## src/rtl/star_bbox_finder.sv

```systemverilog
// star_bbox_finder: measures the inclusive bounding box of a lit blob by probing outward from a seed pixel.
// Optional macro STAR_BBOX_MIDCOL_SCAN_EN: vertical scans use the horizontal midpoint column instead of the seed column.
module star_bbox_finder #(
    parameter int IMG_W     = 6,
    parameter int IMG_H     = 6,
    parameter int PIX_W     = 3,
    parameter int THRESHOLD = 0,
    localparam int X_W      = (IMG_W > 1) ? $clog2(IMG_W) : 1,
    localparam int Y_W      = (IMG_H > 1) ? $clog2(IMG_H) : 1,
    localparam int ADDR_W   = (IMG_W * IMG_H > 1) ? $clog2(IMG_W * IMG_H) : 1
) (
    input  logic              clk,
    input  logic              reset,
    input  logic              start,
    input  logic [X_W-1:0]    x_in,
    input  logic [Y_W-1:0]    y_in,
    output logic [ADDR_W-1:0] mem_addr,
    input  logic [PIX_W-1:0]  mem_rdata,
    output logic              busy,
    output logic              done,
    output logic              empty,
    output logic [X_W-1:0]    left,
    output logic [X_W-1:0]    right,
    output logic [Y_W-1:0]    top,
    output logic [Y_W-1:0]    bottom,
    output logic [X_W-1:0]    mid_x,
    output logic [Y_W-1:0]    mid_y
);

    localparam logic [X_W-1:0]   X_MAX = X_W'(IMG_W - 1);
    localparam logic [Y_W-1:0]   Y_MAX = Y_W'(IMG_H - 1);
    localparam logic [PIX_W-1:0] THR   = PIX_W'(THRESHOLD);

    typedef enum logic [2:0] {IDLE, SEED, RIGHT, LEFT, DOWN, UP, DONE} state_t;

    state_t              state_q, state_d, cand;
    logic                phase_q, phase_d;   // 0: address cycle, 1: compare cycle
    logic [X_W-1:0]      seed_x_q, seed_x_d;
    logic [Y_W-1:0]      seed_y_q, seed_y_d;
    logic [X_W-1:0]      left_q, left_d, right_q, right_d, scan_col;
    logic [Y_W-1:0]      top_q, top_d, bottom_q, bottom_d;
    logic                empty_q, empty_d, lit, advance;
    logic [ADDR_W-1:0]   mem_addr_q, mem_addr_d;
    logic [X_W:0]        sum_x, sum_scan;
    logic [Y_W:0]        sum_y;

    function automatic logic [ADDR_W-1:0] addr_of(input logic [X_W-1:0] x, input logic [Y_W-1:0] y);
        return ADDR_W'(y) * ADDR_W'(IMG_W) + ADDR_W'(x);
    endfunction

    assign lit      = (mem_rdata > THR);
    assign sum_scan = {1'b0, left_d} + {1'b0, right_d};

`ifdef STAR_BBOX_MIDCOL_SCAN_EN
    assign scan_col = sum_scan[X_W:1];
`else
    assign scan_col = seed_x_q;
`endif

    always_comb begin
        state_d    = state_q;
        phase_d    = phase_q;
        seed_x_d   = seed_x_q;
        seed_y_d   = seed_y_q;
        left_d     = left_q;
        right_d    = right_q;
        top_d      = top_q;
        bottom_d   = bottom_q;
        empty_d    = empty_q;
        mem_addr_d = mem_addr_q;
        advance    = 1'b0;
        cand       = DONE;

        case (state_q)
            IDLE: if (start) begin
                seed_x_d   = x_in;
                seed_y_d   = y_in;
                left_d     = x_in;
                right_d    = x_in;
                top_d      = y_in;
                bottom_d   = y_in;
                empty_d    = 1'b0;
                state_d    = SEED;
                phase_d    = 1'b0;
                mem_addr_d = addr_of(x_in, y_in);
            end
            SEED: if (!phase_q) begin
                phase_d = 1'b1;
            end else if (!lit) begin
                empty_d = 1'b1;
                state_d = DONE;
            end else begin
                advance = 1'b1;
                cand    = RIGHT;
            end
            RIGHT: if (!phase_q) begin
                phase_d = 1'b1;
            end else begin
                advance = 1'b1;
                cand    = lit ? RIGHT : LEFT;
                if (lit) right_d = right_q + X_W'(1);
            end
            LEFT: if (!phase_q) begin
                phase_d = 1'b1;
            end else begin
                advance = 1'b1;
                cand    = lit ? LEFT : DOWN;
                if (lit) left_d = left_q - X_W'(1);
            end
            DOWN: if (!phase_q) begin
                phase_d = 1'b1;
            end else begin
                advance = 1'b1;
                cand    = lit ? DOWN : UP;
                if (lit) bottom_d = bottom_q + Y_W'(1);
            end
            UP: if (!phase_q) begin
                phase_d = 1'b1;
            end else begin
                advance = 1'b1;
                cand    = lit ? UP : DONE;
                if (lit) top_d = top_q - Y_W'(1);
            end
            DONE:    state_d = IDLE;
            default: state_d = IDLE;
        endcase

        // Skip any direction already at the image edge so boundary stops cost no cycles.
        if (advance) begin
            phase_d = 1'b0;
            if (cand == RIGHT && right_d != X_MAX) begin
                state_d    = RIGHT;
                mem_addr_d = addr_of(right_d + X_W'(1), seed_y_q);
            end else if (cand inside {RIGHT, LEFT} && left_d != '0) begin
                state_d    = LEFT;
                mem_addr_d = addr_of(left_d - X_W'(1), seed_y_q);
            end else if (cand inside {RIGHT, LEFT, DOWN} && bottom_d != Y_MAX) begin
                state_d    = DOWN;
                mem_addr_d = addr_of(scan_col, bottom_d + Y_W'(1));
            end else if (cand inside {RIGHT, LEFT, DOWN, UP} && top_d != '0) begin
                state_d    = UP;
                mem_addr_d = addr_of(scan_col, top_d - Y_W'(1));
            end else begin
                state_d = DONE;
            end
        end
    end

    always_ff @(posedge clk) begin
        if (reset) begin
            state_q    <= IDLE;
            phase_q    <= 1'b0;
            seed_x_q   <= '0;
            seed_y_q   <= '0;
            left_q     <= '0;
            right_q    <= '0;
            top_q      <= '0;
            bottom_q   <= '0;
            empty_q    <= 1'b0;
            mem_addr_q <= '0;
        end else begin
            state_q    <= state_d;
            phase_q    <= phase_d;
            seed_x_q   <= seed_x_d;
            seed_y_q   <= seed_y_d;
            left_q     <= left_d;
            right_q    <= right_d;
            top_q      <= top_d;
            bottom_q   <= bottom_d;
            empty_q    <= empty_d;
            mem_addr_q <= mem_addr_d;
        end
    end

    assign sum_x    = {1'b0, left_q} + {1'b0, right_q};
    assign sum_y    = {1'b0, top_q} + {1'b0, bottom_q};
    assign mid_x    = sum_x[X_W:1];
    assign mid_y    = sum_y[Y_W:1];
    assign mem_addr = mem_addr_q;
    assign busy     = (state_q != IDLE) && (state_q != DONE);
    assign done     = (state_q == DONE);
    assign empty    = empty_q;
    assign left     = left_q;
    assign right    = right_q;
    assign top      = top_q;
    assign bottom   = bottom_q;

endmodule
```

## config.mk

```make
export PLATFORM = sky130hd
export DESIGN_NAME = star_bbox_finder
export DESIGN_NICKNAME = d
export VERILOG_FILES = /design/src/rtl/star_bbox_finder.sv
export SDC_FILE = /design/constraint.sdc
export NUM_CORES = 1
export LEC_CHECK = 0
export CAP_MARGIN = 0
export CORE_ASPECT_RATIO = 1.1
export CORE_MARGIN = 4
export CORE_UTILIZATION = 57
export DETAILED_ROUTE_END_ITERATION = 12
export PLACE_DENSITY = 0.88
export SYNTH_ARGS = -nofsm -noshare
export SYNTH_HDL_FRONTEND = slang
export SYNTH_SLANG_ARGS = --single-unit
```

## constraint.sdc

```tcl
create_clock -name clk -period 8.4 [get_ports clk]
set_input_delay 1.26 -clock clk [delete_from_list [all_inputs] [get_ports clk]]
set_output_delay 1.26 -clock clk [all_outputs]
set_load 0.1 [all_outputs]
```

* Word-level counts from Yosys, hierarchy flattened *
Cells that the tools add are included.

cells by class
  multipliers = 4
  multiplexer cells = 52
  bitwise logic cells = 0
  eq/ne operators = 20
  shifts and indexed selects = 0
  reduce and logical (&&, ||, !) cells = 21
  $lt $le $gt $ge = 1
  add/subtract/negate cells = 15
  divide/modulo/power cells = 0

operator list
  kind                                                                   number
  3-bit 2-to-1 mux                                                       23
  6-bit 2-to-1 mux                                                       7
  6-bit by 3-bit adder with 6-bit output                                 5
  3-bit case mux with 2 select lines                                     4
  3-bit by 2-bit multiplier with 5-bit output, second input constant     4
  3-bit != test, second input constant                                   6
  3-bit equality test, second input constant                             5
  3-bit case mux with 5 select lines                                     1
  3-bit by 1-bit adder with 3-bit output, second input constant          4
  3-bit by 2-bit equality test with 1-bit output, second input constant  4
  3-bit nonzero test                                                     4
  3-bit by 1-bit subtractor with 3-bit output, second input constant     4
  2-bit 2-to-1 mux                                                       5
  3-bit case mux with 3 select lines                                     1
  3-bit by 3-bit adder with 4-bit output                                 2
  1-bit 2-to-1 mux                                                       8
  4-bit AND reduction                                                    2
  2-bit != test, second input constant                                   3
  1-bit case mux with 2 select lines                                     3
  2-bit nonzero test                                                     3
  1-bit logical AND                                                      5
  5-bit OR reduction                                                     1
  2-bit AND reduction                                                    2
  4-bit nonzero test                                                     1
  6 further kinds                                                        6

storage, ports and cells
  memories kept = 0
  output and inout port bits = 27
  memory bits (read-only) = 0
  logic and storage cells = 123
  register bits = 29
  memory bits (writable) = 0
  bits in latches = 0
  input bits = 12

* Logic depth before layout (Yosys ltp) *
Gate-level depths: netlist of the first run.

  depth in word-level cells = 12
  depth in mapped cells = 17
  gate-level depth less buffers = 16

* Worst setup path after synthesis of the first run *
No wires, ideal clock.

  kind = input to register
  from = in start
  to = reg mem_addr_q[5] (netlist: mem_addr[5])
  arrival time = 4.382 ns
  slack = 3.895 ns
  data required time = 8.277 ns
  path buffers = 2
  cell stages on the path = 16
  library setup time = 0.123 ns
  path through = clkbuf_1 nor4b_1 buf_2 nor2_1 a21oi_1 inv_1 ha_1 xor2_1 fa_1 xor2_1 inv_1 a31oi_1 nand4b_1 xor2_1 a41oi_1 o21ai_1

between the ends
  elaborated cells on any way between the ends = 33
  those cells by class = add/sub (8); mul (2); eq/ne (2); mux (15); reduce/logical (6)

RTL lines
  what                                         RTL line  RTL
  from (decl)                                  14        input logic start,
  3-bit 2-to-1 mux *                           75        IDLE: if (start) begin
  3-bit case mux with 2 select lines *         74        case (state_q)
  named net bottom_d[0]                        41        logic [Y_W-1:0] top_q, top_d, bottom_q, bottom_d;
  3-bit by 1-bit adder with 3-bit output       139       mem_addr_d = addr_of(scan_col, bottom_d + Y_W'(1));
  3-bit by 2-bit multiplier with 5-bit output  48        return ADDR_W'(y) * ADDR_W'(IMG_W) + ADDR_W'(x);
  6-bit by 3-bit adder with 6-bit output       48
  6-bit 2-to-1 mux *                           137       end else if (cand inside {RIGHT, LEFT, DOWN} && bottom_d != Y_MAX) begin
  6-bit 2-to-1 mux *                           134       end else if (cand inside {RIGHT, LEFT} && left_d != '0) begin
  6-bit 2-to-1 mux *                           131       if (cand == RIGHT && right_d != X_MAX) begin
  6-bit 2-to-1 mux *                           129       if (advance) begin
  to (signal assigned)                         171       mem_addr_q <= mem_addr_d;
  to (decl)                                    43        logic [ADDR_W-1:0] mem_addr_q, mem_addr_d;

Mark *: on every way through the listed nets, which the timed path passes. The rest lies on a longest branch.
A chain may end at the register's enable or synchronous reset.

* Worst setup path after layout of the first run *
Same ends and word-level chain as after synthesis.

==> results.py, run 1 <==
metrics = {
    "clock_tree": {
        "ctsHoldBuffers": 0,
        "root_buffer": "clkbuf_8",
        "cts_tree": "yes",
        "cts.clk_slew.worst_paths_ns": 0.07,
        "clockBufferDepth": 2,
        "clk_latency_ns": 0.29,
        "post_cts_resize_count": 0,
        "ctsHtreeMaxLevel": 2,
        "postCtsSetupBuffers": 0,
        "cts.sinks": 29,
        "cts_buffers": 5,
    },
    "die": {
        "die_area_mm2": 0.00710,
        "initial_core_util_pct": 60.3,
        "die_y_um": 88.0,
        "core_mm2": 0.00550,
        "die_w_um": 80.7,
        "ios": 39,
        "rows": 28,
    },
    "power_and_ir_drop": {
        "switching_share_pct": 58.3,
        "leakagePower_nw": 1.52,
        "combPwrFrac_pct": 76.4,
        "p_int_uw": 637,
        "net-switching-power_uw": 889,
        "seqPwrFrac_pct": 15.6,
        "peakVddDrop_mv": 0.247,
        "power_density_mw_per_mm2": 400,
        "pwr-share-clk_pct": 8.1,
    },
    "min_path": {
        "hold_class": "flip-flop to flip-flop",
    },
    "finish": {
        "area_growth_pct": 14.9,
        "mostFrequentLayoutCell": "nand2_1",
        "nNetsFinal": 487,
        "final_cell_mix": "nand2_1 (44), clkdlybuf4s50_1 (38), ha_1 (37)",
        "fin_area_mm2": 0.00381,
        "stdcell_count": 502,
        "layout-drive-gt1-share_pct": 7.96,
        "antennaDiodeCount": 0,
    },
    "drt": {
        "ant_nets": 0,
        "drtIter0Drc": 321,
        "vias_per_cell": 6.32,
        "route.vias.total": 3174,
        "finalWirelength_um": 8980,
        "remaining_drc_errors": 0,
        "wl_per_cell_um": 17.9,
        "drt_pass1_iterations": 5,
    },
    "yosys": {
        "ys_seq_area_share_pct": 17.5,
        "synth_mux_area_share_pct": 2.53,
        "syn_avg_cell_area_um2": 8.37,
        "synth_edf_count": 0,
        "synthesis.area_mm2": 0.00332,
        "synth-seq-cells": 29,
        "synth_compound_gate_area_share_pct": 25.9,
        "syn_inst": 396,
        "ys_types": 73,
        "synth_xor_area_share_pct": 6.87,
        "synthArstFlopShare_pct": 0,
        "synth_top_family_by_area": "compound AO/OA/AOI/OAI gates",
        "syn-num-nets": 456,
        "synthAdderAreaFrac_pct": 20.6,
        "dominantRegCellSynth": "dfxtp_1",
        "synth-simple-area-share_pct": 20.0,
        "ys_warn_count": 0,
    },
    "critical_path": {
        "cp_data_required_time_ns": 8.57,
        "worstPathArrival_ns": 5.66,
        "crit_slowest_cell": "nor4b_2",
        "crit_chain": "clkdlybuf4s50_1 > nor4b_2 > nor2_1 > a21oi_1 > inv_1 > ha_1 > xor2_1 > fa_1 > xor2_1 > inv_1 > a31oi_1 > nand4b_1 > xor2_1 > a41oi_1 > o21ai_1",
        "critPathKind": "input pin to flip-flop",
        "cp-end-kind": "flip-flop",
        "cp_max_fo": 11,
        "cpPeakStageDelay_ns": 0.94,
        "start_kind": "input pin",
        "crit_top_cell": "xor2_1",
    },
    "placement": {
        "place_area_mm2": 0.00372,
        "place_congestion": 0.923,
        "dp_hpwl_um": 6870,
        "dp_slack_ns": 2.69,
        "placedCellCount": 495,
        "numPortBuffers": 38,
    },
    "timing": {
        "slew_viol_final": 0,
        "slew_headroom_pct": 28.2,
        "rsz0062_at_grt": "false",
        "finalSetupViolations": 0,
        "min_period_ns": 5.49,
        "worstMarginPinSlew_ns": 1.07,
        "holdWs_ns": 0.497,
        "fin_worst_skew_ns": 0.00641,
        "hold_viol_final": 0,
        "fin_crit_sh_pct": 65.3,
        "setup_ws_ns": 2.91,
        "fin_setup_tns_ns": 0,
        "fmax_ghz": 0.182,
    },
    "global_route": {
        "grt_pass1_vias": 3083,
        "grt_first_pass_wirelength_um": 14800,
        "grt.overflow.total": 0,
        "antenna_found_initial": 0,
        "grt_max_degree": 31,
        "gr-usage-all-layers_pct": 26.9,
    },
    "run": {
        "max_cap_viol_count": 0,
    },
    "status": {
        "outcome": "finished, final reports clean",
    },
}
==> sequential cells by signal, indices dropped and copies added (netlist names) <==
signal,cells
empty,1
top,3
state_q,3
seed_y_q,3
phase_q,1
bottom,3
left,3
right,3
scan_col,3
mem_addr,6
==> through the flow <==
| step | util [%] | power [mW] |
|---|---|---|
| after global routing | 69.3 | 1.63 |
| after floorplan | - | 1.15 |
| after global placement | 67.7 | 1.35 |
| after CTS | 69.3 | 1.51 |
| final | 69.3 | 1.53 |
| after detailed placement | 67.7 | 1.38 |
==> routing by layer <==
metal  vias up  wire [um]  track usage [%]  share of wire (%)
met3        25        624             4.84                7.0
met1      1513       3700             34.2                 41
li1       1484          -                -                  -
met2       152       4340             44.3                 48
met4         0        303             12.3                3.4
met5         -          0                0                  0
==> worst paths after layout <==
| check | from | end | slack [ns] | cells past startpoint |
|---|---|---|---|---|
| min reg2reg | scan_col[0]$_SDFFE_PP0P_ | scan_col[0]$_SDFFE_PP0P_ | 0.50 | 2 |
| max reg2reg | state_q[0]$_SDFFE_PP0P_ | mem_addr[5]$_SDFF_PP0_ | 4.03 | 14 |
| max | start | mem_addr[5]$_SDFF_PP0_ | 2.91 | 15 |
| min | scan_col[0]$_SDFFE_PP0P_ | scan_col[0]$_SDFFE_PP0P_ | 0.50 | 2 |
==> worst max-delay path: cells and delay by family <==
family / cells / cell delay (ns)
XOR/XNOR: 3 / 0.58
adder cells (fa/ha/maj): 2 / 0.80
buffers and inverters: 3 / 0.92
AND/OR/NAND/NOR: 3 / 1.34
AO/OA/AOI/OAI: 4 / 0.75
==> cell usage after synthesis (4+ instances only) <==
master	number	area share, %
nor2b_1	10	1.9
o21ai_0	7	1.1
dfxtp_1	29	18
and2_1	4	0.75
nand3_1	10	1.5
o21ai_1	4	0.60
xnor2_1	17	4.5
nand4b_1	4	1.1
mux2i_1	5	1.5
a21oi_1	26	3.9
xor2_1	9	2.4
ha_1	37	14
o211ai_1	5	1.1
inv_1	34	3.8
nor2_1	25	2.8
a31oi_1	9	1.7
nand2_1	44	5.0
o31ai_1	5	1.1
clkbuf_1	7	0.79
buf_2	6	0.91
fa_1	11	6.6
nand2b_1	5	0.94
nand4_1	6	1.1
==> power groups by stage <==
stage / sequential [mW] / combinational (mW) / clock (mW)
after floorplan: 0.378 / 0.770 / 0
after global placement: 0.237 / 1.11 / 0
after detailed placement: 0.238 / 1.15 / 0
after CTS: 0.236 / 1.16 / 0.122
after global routing: 0.245 / 1.25 / 0.128
final: 0.238 / 1.16 / 0.123
==> logic make-up (layout without fill, tap and decap cells) <==
kind of cell / count (synthesis) / after routing
fa+ha+maj: 48 / 48
simple gates: 128 / 128
flops: 29 / 29
buf+inv: 51 / 82
xor+xnor: 26 / 26
compound gates: 106 / 106
mux: 8 / 8
==> area by class of cell <==
cell class,count,area [um2]
fill,457,1690
timing repair buffer,40,395
inverter,35,131
sequential,29,581
clock buffer,7,86.3
multi-input combinational,316,2520
tap,75,93.8
Power figures use the tool's default switching activity.
==> run 2: changes to the inputs <==
Clock period 8.4 ns to 5.56 ns, I/O delays scaled along.
==> run 2 against run 1 <==
Effect of this change: critical path depth shrank 3; die area is the same; via count shrank 0.19%; clock power rose by 41%; clock skew grew 0.00075 ns; utilization grew 0.068 points; first-iteration DRC count is 1.6% higher; total power is 50% higher; design area barely moved; sequential share of layout area barely moved; sequential power rose by 51%; non-clock buffer count increased by 1.
==> results.py, run 2 (synthesis results as in run 1) <==
metrics = {
    "status": {
        "outcome": "finished, final reports clean",
    },
    "clock_tree": {
        "ctsHoldBuffers": 0,
        "root_buffer": "clkbuf_8",
        "clk_latency_ns": 0.29,
        "cts_tree": "yes",
        "post_cts_resize_count": 0,
        "cts.clk_slew.worst_paths_ns": 0.07,
        "cts_buffers": 5,
        "ctsHtreeMaxLevel": 2,
        "postCtsSetupBuffers": 0,
        "cts.sinks": 29,
        "clockBufferDepth": 2,
    },
    "timing": {
        "setup_ws_ns": 0.756,
        "fin_crit_sh_pct": 86.4,
        "finalSetupViolations": 0,
        "hold_viol_final": 0,
        "min_period_ns": 4.80,
        "worstMarginPinSlew_ns": 0.980,
        "rsz0062_at_grt": "false",
        "slew_headroom_pct": 34.4,
        "fin_worst_skew_ns": 0.00716,
        "fin_setup_tns_ns": 0,
        "slew_viol_final": 0,
        "fmax_ghz": 0.208,
    },
    "finish": {
        "antennaDiodeCount": 0,
        "mostFrequentLayoutCell": "nand2_1",
        "final_cell_mix": "nand2_1 (44), clkdlybuf4s50_1 (38), ha_1 (37)",
        "multi_input_area_mm2": 0.00252,
        "area_growth_pct": 15.1,
        "nNetsFinal": 488,
        "n_fill_cell": 442,
        "seqCellArea_um2": 581,
        "layout-drive-gt1-share_pct": 8.39,
        "largest_reg_flops": 6,
    },
    "placement": {
        "place_congestion": 0.990,
        "numPortBuffers": 38,
        "dp_slack_ns": 0.693,
        "dp_hpwl_um": 6810,
    },
    "critical_path": {
        "critPathKind": "input pin to flip-flop",
        "start_kind": "input pin",
        "cp_max_fo": 19,
        "crit_path_start": "start",
        "cp_data_required_time_ns": 5.75,
        "worstPathArrival_ns": 4.99,
        "r2r_start": "state_q[0]$_SDFFE_PP0P_",
        "cp-end-kind": "flip-flop",
    },
    "global_route": {
        "grt_max_degree": 31,
        "gr-usage-all-layers_pct": 26.3,
        "grt_first_pass_wirelength_um": 14600,
        "grt_pass1_vias": 3027,
        "antenna_found_initial": 0,
        "grt.overflow.total": 0,
    },
    "die": {
        "die_y_um": 88.0,
        "core_mm2": 0.00550,
        "rows": 28,
        "initial_core_util_pct": 60.3,
        "die_area_mm2": 0.00710,
        "die_w_um": 80.7,
        "ios": 39,
    },
    "drt": {
        "route.vias.total": 3168,
        "ant_nets": 0,
        "drt_pass1_iterations": 6,
        "wl_per_cell_um": 17.5,
        "drtIter0Drc": 326,
        "remaining_drc_errors": 0,
        "finalWirelength_um": 8830,
        "vias_per_cell": 6.29,
    },
    "power_and_ir_drop": {
        "p_int_uw": 951,
        "combPwrFrac_pct": 76.8,
        "seqPwrFrac_pct": 15.7,
        "switching_share_pct": 58.6,
        "power_density_mw_per_mm2": 602,
        "net-switching-power_mw": 1.34,
        "leakagePower_nw": 1.53,
        "peakVddDrop_mv": 0.449,
        "pwr-share-clk_pct": 7.5,
    },
    "min_path": {
        "hold_class": "flip-flop to flip-flop",
        "hp-start": "scan_col[0]$_SDFFE_PP0P_",
    },
    "run": {
        "max_cap_viol_count": 0,
    },
}
==> run 2: changes by cell type in the layout (fill, tap and decap cells not counted), sizes merged <==
cell and change:
clkinv +2, buf +1, clkbuf -1
==> run 2: final timing paths <==
path | to | slack [ns] | cells after the start
max reg2reg | mem_addr[4]$_SDFF_PP0_ | 1.40 | 11
min | scan_col[0]$_SDFFE_PP0P_ | 0.48 | 2
max | mem_addr[4]$_SDFF_PP0_ | 0.76 | 12
min reg2reg | scan_col[0]$_SDFFE_PP0P_ | 0.48 | 2
==> run 2: power by group through the flow <==
| stage | combinational [mW] | clock (mW) | sequential [mW] |
|---|---|---|---|
| after floorplan | 1.16 | 0 | 0.571 |
| after global placement | 1.71 | 0 | 0.357 |
| after detailed placement | 1.73 | 0 | 0.360 |
| after CTS | 1.75 | 0.172 | 0.356 |
| after global routing | 1.90 | 0.181 | 0.370 |
| final | 1.76 | 0.173 | 0.359 |
==> run 2: stage by stage <==
step / total power [mW] / std cells / cell area (um2) / utilization, % / hold WS [ns]
after floorplan: 1.73 / 396 / 3320 / - / 0.436
after global placement: 2.06 / 496 / 3730 / 67.9 / 0.444
after detailed placement: 2.09 / 496 / 3730 / 67.9 / 0.464
after CTS: 2.28 / 504 / 3810 / 69.4 / 0.474
after global routing: 2.45 / 504 / 3810 / 69.4 / 0.508
final: 2.30 / 504 / 3810 / 69.4 / 0.477
==> run 2: layout make-up <==
class                   count  area share (%)
well taps                  75            2.46
clock buffers               6            1.90
multi-input cells         316            66.2
clock inverters             2           0.262
flip-flops and latches     29            15.2
repair buffers             41            10.6
inverters                  35            3.44
==> run 2: layer usage <==
layer	global-route usage, %	vias up	wire length, um
met5	0	-	0
met4	9.98	0	271
met3	3.09	28	608
met2	43.4	153	4230
met1	35.0	1497	3720
li1	-	1490	-
==> run 2: critical path: stages <==
cell and delay, ns:
clkdlybuf4s50_1 0.72, or4b_1 0.85, o211ai_1 0.29, o211ai_2 0.26, nor2_1 0.26, ha_1 0.34
nand4_1 0.13, a211oi_1 0.38, a31oi_1 0.15, and2_1 0.27, o221a_1 0.24, a311oi_1 0.27
